## src/rtl/pipeline_debug_ctrl.sv

```systemverilog
// Debug sequencer for the MIPS pipeline: run/step/stop gating, automatic halt on HALT_INST in ID,
// and a register-file dump streamed out over a valid/ready handshake.
module pipeline_debug_ctrl #(
   parameter int unsigned         INST_SZ   = 32,
   parameter int unsigned         REG_SZ    = 5,
   parameter int unsigned         REGS      = 32,
   parameter logic [INST_SZ-1:0]  HALT_INST = {INST_SZ{1'b1}}
) (
   input  logic               i_clk,
   input  logic               i_reset,
   input  logic               i_cmd_valid,
   input  logic [1:0]         i_cmd,
   output logic               o_cmd_ready,
   input  logic [INST_SZ-1:0] i_instruction_D,
   output logic               o_pipe_en,
   output logic [REG_SZ-1:0]  o_dbg_reg_addr,
   input  logic [INST_SZ-1:0] i_dbg_reg_data,
   output logic [INST_SZ-1:0] o_data,
   output logic               o_data_valid,
   input  logic               i_data_ready,
   output logic [31:0]        o_cycle_count,
   output logic               o_halted,
   output logic [2:0]         o_state
);

   typedef enum logic [2:0] {
      StIdle   = 3'd0,
      StRun    = 3'd1,
      StStep   = 3'd2,
      StHalted = 3'd3,
      StDumpRd = 3'd4,
      StDumpTx = 3'd5
   } state_e;

   localparam logic [1:0] CmdRun  = 2'b00;
   localparam logic [1:0] CmdStep = 2'b01;
   localparam logic [1:0] CmdDump = 2'b10;
   localparam logic [1:0] CmdStop = 2'b11;

   localparam logic [REG_SZ-1:0] LastIdx = REG_SZ'(REGS - 1);

   state_e               state_q, state_d;
   state_e               ret_q, ret_d;
   logic [REG_SZ-1:0]    idx_q, idx_d;
   logic [INST_SZ-1:0]   data_q, data_d;
   logic [31:0]          cycle_q, cycle_d;
   logic                 halted_q, halted_d;

   logic cmd_ready, pipe_en, data_valid;
   logic cmd_fire, halt_hit;

   always_ff @(posedge i_clk or negedge i_reset) begin
      if (!i_reset) begin
         state_q  <= StIdle;
         ret_q    <= StIdle;
         idx_q    <= '0;
         data_q   <= '0;
         cycle_q  <= '0;
         halted_q <= 1'b0;
      end else begin
         state_q  <= state_d;
         ret_q    <= ret_d;
         idx_q    <= idx_d;
         data_q   <= data_d;
         cycle_q  <= cycle_d;
         halted_q <= halted_d;
      end
   end

   always_comb begin
      cmd_fire = i_cmd_valid & cmd_ready;
      halt_hit = pipe_en & (i_instruction_D == HALT_INST);
      state_d  = state_q;
      ret_d    = ret_q;
      idx_d    = idx_q;
      data_d   = data_q;
      halted_d = halted_q;
      cycle_d  = pipe_en ? cycle_q + 32'd1 : cycle_q;
      case (state_q)
         StIdle: begin
            if (cmd_fire) begin
               case (i_cmd)
                  CmdRun:  state_d = StRun;
                  CmdStep: state_d = StStep;
                  CmdDump: begin
                     state_d = StDumpRd;
                     ret_d   = StIdle;
                  end
                  default: ;
               endcase
            end
         end
         // Halt outranks a simultaneous STOP and the STEP return to IDLE.
         StRun, StStep: begin
            if (halt_hit) begin
               state_d  = StHalted;
               halted_d = 1'b1;
            end else if (state_q == StStep) begin
               state_d = StIdle;
            end else if (cmd_fire && i_cmd == CmdStop) begin
               state_d = StIdle;
            end
         end
         StHalted: begin
            if (cmd_fire && i_cmd == CmdDump) begin
               state_d = StDumpRd;
               ret_d   = StHalted;
            end else if (cmd_fire && i_cmd == CmdStop) begin
               state_d  = StIdle;
               halted_d = 1'b0;
            end
         end
         StDumpRd: begin
            data_d  = i_dbg_reg_data;
            state_d = StDumpTx;
         end
         StDumpTx: begin
            if (i_data_ready) begin
               if (idx_q == LastIdx) begin
                  idx_d   = '0;
                  state_d = ret_q;
               end else begin
                  idx_d   = idx_q + REG_SZ'(1);
                  state_d = StDumpRd;
               end
            end
         end
         default: state_d = StIdle;
      endcase
   end

   always_comb begin
      cmd_ready  = 1'b0;
      pipe_en    = 1'b0;
      data_valid = 1'b0;
      case (state_q)
         StIdle, StHalted: cmd_ready = 1'b1;
         StRun: begin
            cmd_ready = 1'b1;
            pipe_en   = 1'b1;
         end
         StStep:   pipe_en    = 1'b1;
         StDumpTx: data_valid = 1'b1;
         default: ;
      endcase
   end

   assign o_cmd_ready    = cmd_ready;
   assign o_pipe_en      = pipe_en;
   assign o_data_valid   = data_valid;
   assign o_dbg_reg_addr = idx_q;
   assign o_data         = data_q;
   assign o_cycle_count  = cycle_q;
   assign o_halted       = halted_q;
   assign o_state        = state_q;

endmodule

```

## config.mk

```make
export PLATFORM = sky130hd
export DESIGN_NAME = pipeline_debug_ctrl
export DESIGN_NICKNAME = d
export VERILOG_FILES = /design/src/rtl/pipeline_debug_ctrl.sv
export SDC_FILE = /design/constraint.sdc
export NUM_CORES = 1
export LEC_CHECK = 0
export CORE_MARGIN = 8
export CORE_UTILIZATION = 45
export CTS_BUF_LIST = sky130_fd_sc_hd__clkbuf_4 sky130_fd_sc_hd__clkbuf_8
export DETAILED_ROUTE_END_ITERATION = 10
export PLACE_DENSITY_LB_ADDON = 0.05
export SYNTH_ARGS = -nofsm -noshare
export SYNTH_HDL_FRONTEND = slang
export SYNTH_SLANG_ARGS = --single-unit
```

## constraint.sdc

```tcl
create_clock -name i_clk -period 3.95 [get_ports i_clk]
set_clock_uncertainty 0.1 [all_clocks]
set_input_delay 0.9875 -clock i_clk [delete_from_list [all_inputs] [get_ports i_clk]]
set_output_delay 0.9875 -clock i_clk [all_outputs]
set_load 0.03 [all_outputs]
```

== After elaboration in Yosys (flattened, before gate mapping) ==
Cells that the tools add are included.

* Register bits: 76
* Input bits: 70
* Logic and storage cells: 61

* Add/sub/neg operators: 2
* Eq/ne operators: 18
* Multiplexer cells: 21
* Bitwise logic cells: 2
* Reductions and logical operators: 12

{| class="wikitable"
|+ Operator list
! cell !! count
|-
| adder 32 x 1 -> 32 bit (second input constant) || 1
|-
| equality test 32 bit (second input constant) || 1
|-
| two-way mux 3 bit || 10
|-
| one-hot mux 3 bit (5 select lines) || 1
|-
| inequality test 2 bit (second input constant) || 6
|-
| one-hot mux 3 bit (3 select lines) || 1
|-
| AND reduction 4 bit || 2
|-
| equality test 3 x 2 -> 1 bit (second input constant) || 2
|-
| equality test 3 bit (second input constant) || 2
|-
| two-way mux 1 bit || 6
|-
| one-hot mux 3 bit (2 select lines) || 1
|-
| adder 5 x 1 -> 5 bit (second input constant) || 1
|-
| equality test 5 bit (second input constant) || 1
|-
| two-way mux 5 bit || 1
|-
| equality test 2 bit (second input constant) || 2
|-
| inequality test 4 x 2 -> 1 bit (second input constant) || 1
|-
| nonzero test 2 bit || 2
|-
| equality test 3 x 1 -> 1 bit (second input constant) || 1
|-
| zero test 3 bit || 1
|-
| AND reduction 3 bit || 1
|-
| OR reduction 3 bit || 1
|-
| bitwise AND 1 bit || 2
|-
| equality test 2 x 1 -> 1 bit (second input constant) || 1
|-
| logical AND 1 bit || 2
|-
| 5 further kinds || 5
|}

== Longest topological paths before layout ==
* Depth after elaboration: 9
* Depth in mapped cells: 6
* Mapped depth without buffers: 6

== Worst setup path before layout ==
Ideal clock, no wire load.

* Path type: reg2out
* Start point: reg state_q[0] (netlist: o_state[0])
* End point: out o_cmd_ready
* Arrival time: 1.484 ns
* Required time: 2.863 ns
* Path slack: 1.379 ns
* Stages on the path, launching flop included: 4
* Buffers on the path: 1
* Path through: dfrtp_1 > clkbuf_1 > inv_1 > a21oi_1

* Longest elaborated chain between the ends: 3

{| class="wikitable"
|+ Ends and longest elaborated chain
! what !! line !! source
|-
| start, declared || 42 || <nowiki>state_e state_q, state_d;</nowiki>
|-
| start signal, assigned || 54 || <nowiki>state_q <= StIdle;</nowiki>
|-
| start signal, assigned || 61 || <nowiki>state_q <= state_d;</nowiki>
|-
| equality test 3 x 2 -> 1 bit (tied with other cells) || 136 || <nowiki>case (state_q)</nowiki>
|-
| OR reduction 3 bit (no line) (*) || - ||
|-
| two-way mux 1 bit (*) || 136 ||
|-
| end, declared || 13 || <nowiki>output logic o_cmd_ready,</nowiki>
|}

Mark *: on every way between the ends. The rest lies on a longest branch, timed or not.

== Worst setup path in the final report ==
* Start point: reg state_q[1] (netlist: o_state[1])
* End point: out o_pipe_en

* Longest elaborated chain between the ends: 3

{| class="wikitable"
|+ Ends and longest elaborated chain
! what !! line !! source
|-
| equality test 3 x 2 -> 1 bit or equality test 3 x 1 -> 1 bit (tied branches) || 136 ||
|-
| OR reduction 2 bit (no line) (*) || - ||
|-
| two-way mux 1 bit (*) || 136 ||
|-
| end, declared || 15 || <nowiki>output logic o_pipe_en,</nowiki>
|}

Marks and branches as above.

==> impl_metrics.yaml <==
placed_design:
  pre_cts_ws_ns: 0.982
  place_congestion: 0.884
  detailed_place_hpwl_mm: 7.05
  io_buffers: 145
  dp.cells: 529
sta:
  relSlewSlack_pct: 33.1
  rsz0062_at_grt: "false"
  period_share_pct: 83.7
  period_minus_slack_ns: 3.31
  fin_hold_ws_ns: 0.382
  final-max-slew-violation-count: 0
  layout_setup_ws_ns: 0.643
  fmax_mhz: 302
  tns_ns: 0
  setup_violations: 0
  tightest_slew_ns: 0.999
  final_hold_viol_count: 0
global_routing:
  track_usage_pct: 17.8
  antenna_found_initial: 0
  grt_max_degree: 75
  grt_overflow: 0
  grt_pass1_vias: 2851
  grt_pass1_wl_mm: 14.8
floorplanning:
  rows: 31
  initial_core_util_pct: 46.9
  die_x_um: 103
  die_y_um: 103
  num_io_pins: 146
  core_area_um2: 7290
  die_area_um2: 10600
cts:
  htreeDepth: 3
  cts_num_sinks: 74
  hold_buffers: 0
  path_clk_slew_ns: 0.08
  cts.repair.resized: 0
  clock_latency_ns: 0.33
  cts_tree: "yes"
  clockBufferDepth: 2
  numCtsBuffers: 9
  postCtsSetupBuffers: 0
  clockRootBuffer: "clkbuf_8"
yosys:
  syn_area_per_cell_um2: 11.7
  synth_edf_count: 0
  synth_cell_types: 35
  syn-num-nets: 370
  synthFlopType: "dfrtp_1"
  syn_area_um2: 3420
  async_flop_share_pct: 100
  synth_seq_cells: 74
  syn_inst: 292
  ys_warn_count: 0
  ys_seq_area_share_pct: 54.1
route:
  ant_nets: 0
  num_vias: 2871
  routedWlPerCell_um: 16.9
  vias_per_cell: 5.27
  drt_iter0_markers: 65
  drc_errors: 0
  firstDrtPassIters: 5
  routed_wl_mm: 9.22
cells_and_area:
  fin_cells: 545
  drive_gt1_share_pct: 13.0
  fill_cells: 559
  multi_input_area_um2: 1490
  num_antenna_cells: 0
  area_growth_pct: 51.3
  nets: 519
  seq_area_um2: 1850
setup_path:
  reg2reg_to: "o_cycle_count[31]"
  cp.required_ns: 2.86
  regToRegSetupSlack_ns: 1.60
  r2r_start: "o_state[1]"
  worstSetupPathType: "flip-flop to output pin"
  r2r_cells: 5
  crit_path_end: "o_pipe_en"
  setup.worst_path.start: "o_state[1]"
  setup.worst_path.end_class: "output pin"
  critical_path_arrival_ns: 2.22
  cp_max_fo: 13
  worst_setup_path_start_kind: "flip-flop"
power:
  leakagePower_uw: 0.00211
  ir_drop_uv: 410
  p_clk_share_pct: 16.6
  switchingPower_uw: 1400
  swShare_pct: 40.0
  power.total_uw: 3510
  powerDensity_nw_per_um2: 678
  pwr-share-comb_pct: 49.5
  power_frac_seq_pct: 33.9
  internal_power_uw: 2100
worst_hold_path:
  hp-class: "flip-flop to flip-flop"
outcome:
  status: "complete, no violations"
run:
  maxCapViolations: 0
[critical path, stage by stage, from the launching register on]
cell and delay, ns:
dfrtp_1 0.61, xnor2_1 0.13, buf_4 0.17, nor2_1 0.22, clkdlybuf4s50_1 0.75
[cells by family after synthesis]
group	after synthesis	synth area share [%]
flops	74	54.1
xor+xnor	32	8.19
simple gates	98	16.1
fa+ha+maj	8	2.93
mux	35	11.5
compound gates	25	4.68
buf+inv	20	2.49
[routing by layer]
layer	GRT usage [%]	part of all wire, %	vias to the layer above
li1	-	-	1358
met5	0	0	-
met1	23.0	46	1394
met4	5.56	1.1	0
met2	29.0	47	109
met3	3.95	6.2	10
[how the worst min path moves through the flow]
stage | startpoint | endpoint | slack [ns] | cells after the start
final | o_cycle_count[31] | o_cycle_count[31] | 0.38 | 1
after detailed placement | o_cycle_count[31] | o_cycle_count[31] | 0.37 | 1
after global routing | o_cycle_count[31] | o_cycle_count[31] | 0.40 | 1
after global placement | o_cycle_count[31] | o_cycle_count[31] | 0.36 | 1
after CTS | o_cycle_count[31] | o_cycle_count[31] | 0.39 | 1
after floorplan | ret_q[0] | ret_q[0] | 0.40 | 2
[synth_stat cells, types with 4 or more instances]
cell,count,area share (%)
dfrtp_1,74,54
nor4_1,4,0.73
nand3_1,13,1.9
xor2_1,5,1.3
a21oi_1,4,0.59
ha_1,8,2.9
xnor2_1,27,6.9
inv_1,9,0.99
and3_1,8,1.5
nand2_1,12,1.3
clkbuf_1,5,0.55
buf_2,5,0.73
o21ai_0,6,0.88
nor2_1,11,1.2
nand4_1,31,5.7
mux2_2,33,11
a21o_1,4,0.88
nor3_1,7,1.0
[cell usage in the layout, fill, tap and decap left out, drive strengths merged]
cell type,instances
nand4,31
bufinv,1
nor2,11
buf,5
nor4,5
or2,1
clkinv,3
nor2b,1
and3b,1
mux2,35
a31oi,3
a21o,4
o22ai,2
xnor2,27
xor2,5
o31ai,2
dfrtp,74
a21oi,4
nand2,12
a211oi,1
nand2b,2
a2111oi,1
nor3,9
clkbuf,10
nand3,13
a32oi,1
and4,1
ha,8
o21ai,6
o32ai,1
clkinvlp,1
inv,10
and3,8
and2,3
clkdlybuf4s50,144
[power by group through the flow]
stage	registers [µW]	clock network, µW	logic [µW]
after floorplan	1630	0	581
after global placement	1190	0	1740
after detailed placement	1210	0	1760
after CTS	1190	600	1760
after global routing	1230	631	1840
final	1190	581	1740
[per-stage QoR]
stage / area, µm² / utilization (%)
3_3_place_gp: 4980 / 68.3
3_5_place_dp: 4980 / 68.3
2_1_floorplan: 3420 / -
4_1_cts: 5170 / 71.0
5_1_grt: 5170 / 71.0
6_report: 5170 / 71.0
[flip-flops by register name, summed over array words and instances (netlist names)]
name,cells
o_state,3
o_data,32
ret_q,1
o_halted,1
o_dbg_reg_addr,5
o_cycle_count,32
[cell type report]
cell class,instances,area share [%]
Timing Repair Buffer,149,28.6
Clock buffer,10,2.54
Sequential cell,74,35.8
Tap cell,99,2.39
Clock inverter,6,1.26
Multi-Input combinational cell,198,28.8
Inverter,9,0.653
Note: power is estimated with default switching activity, not from simulation.
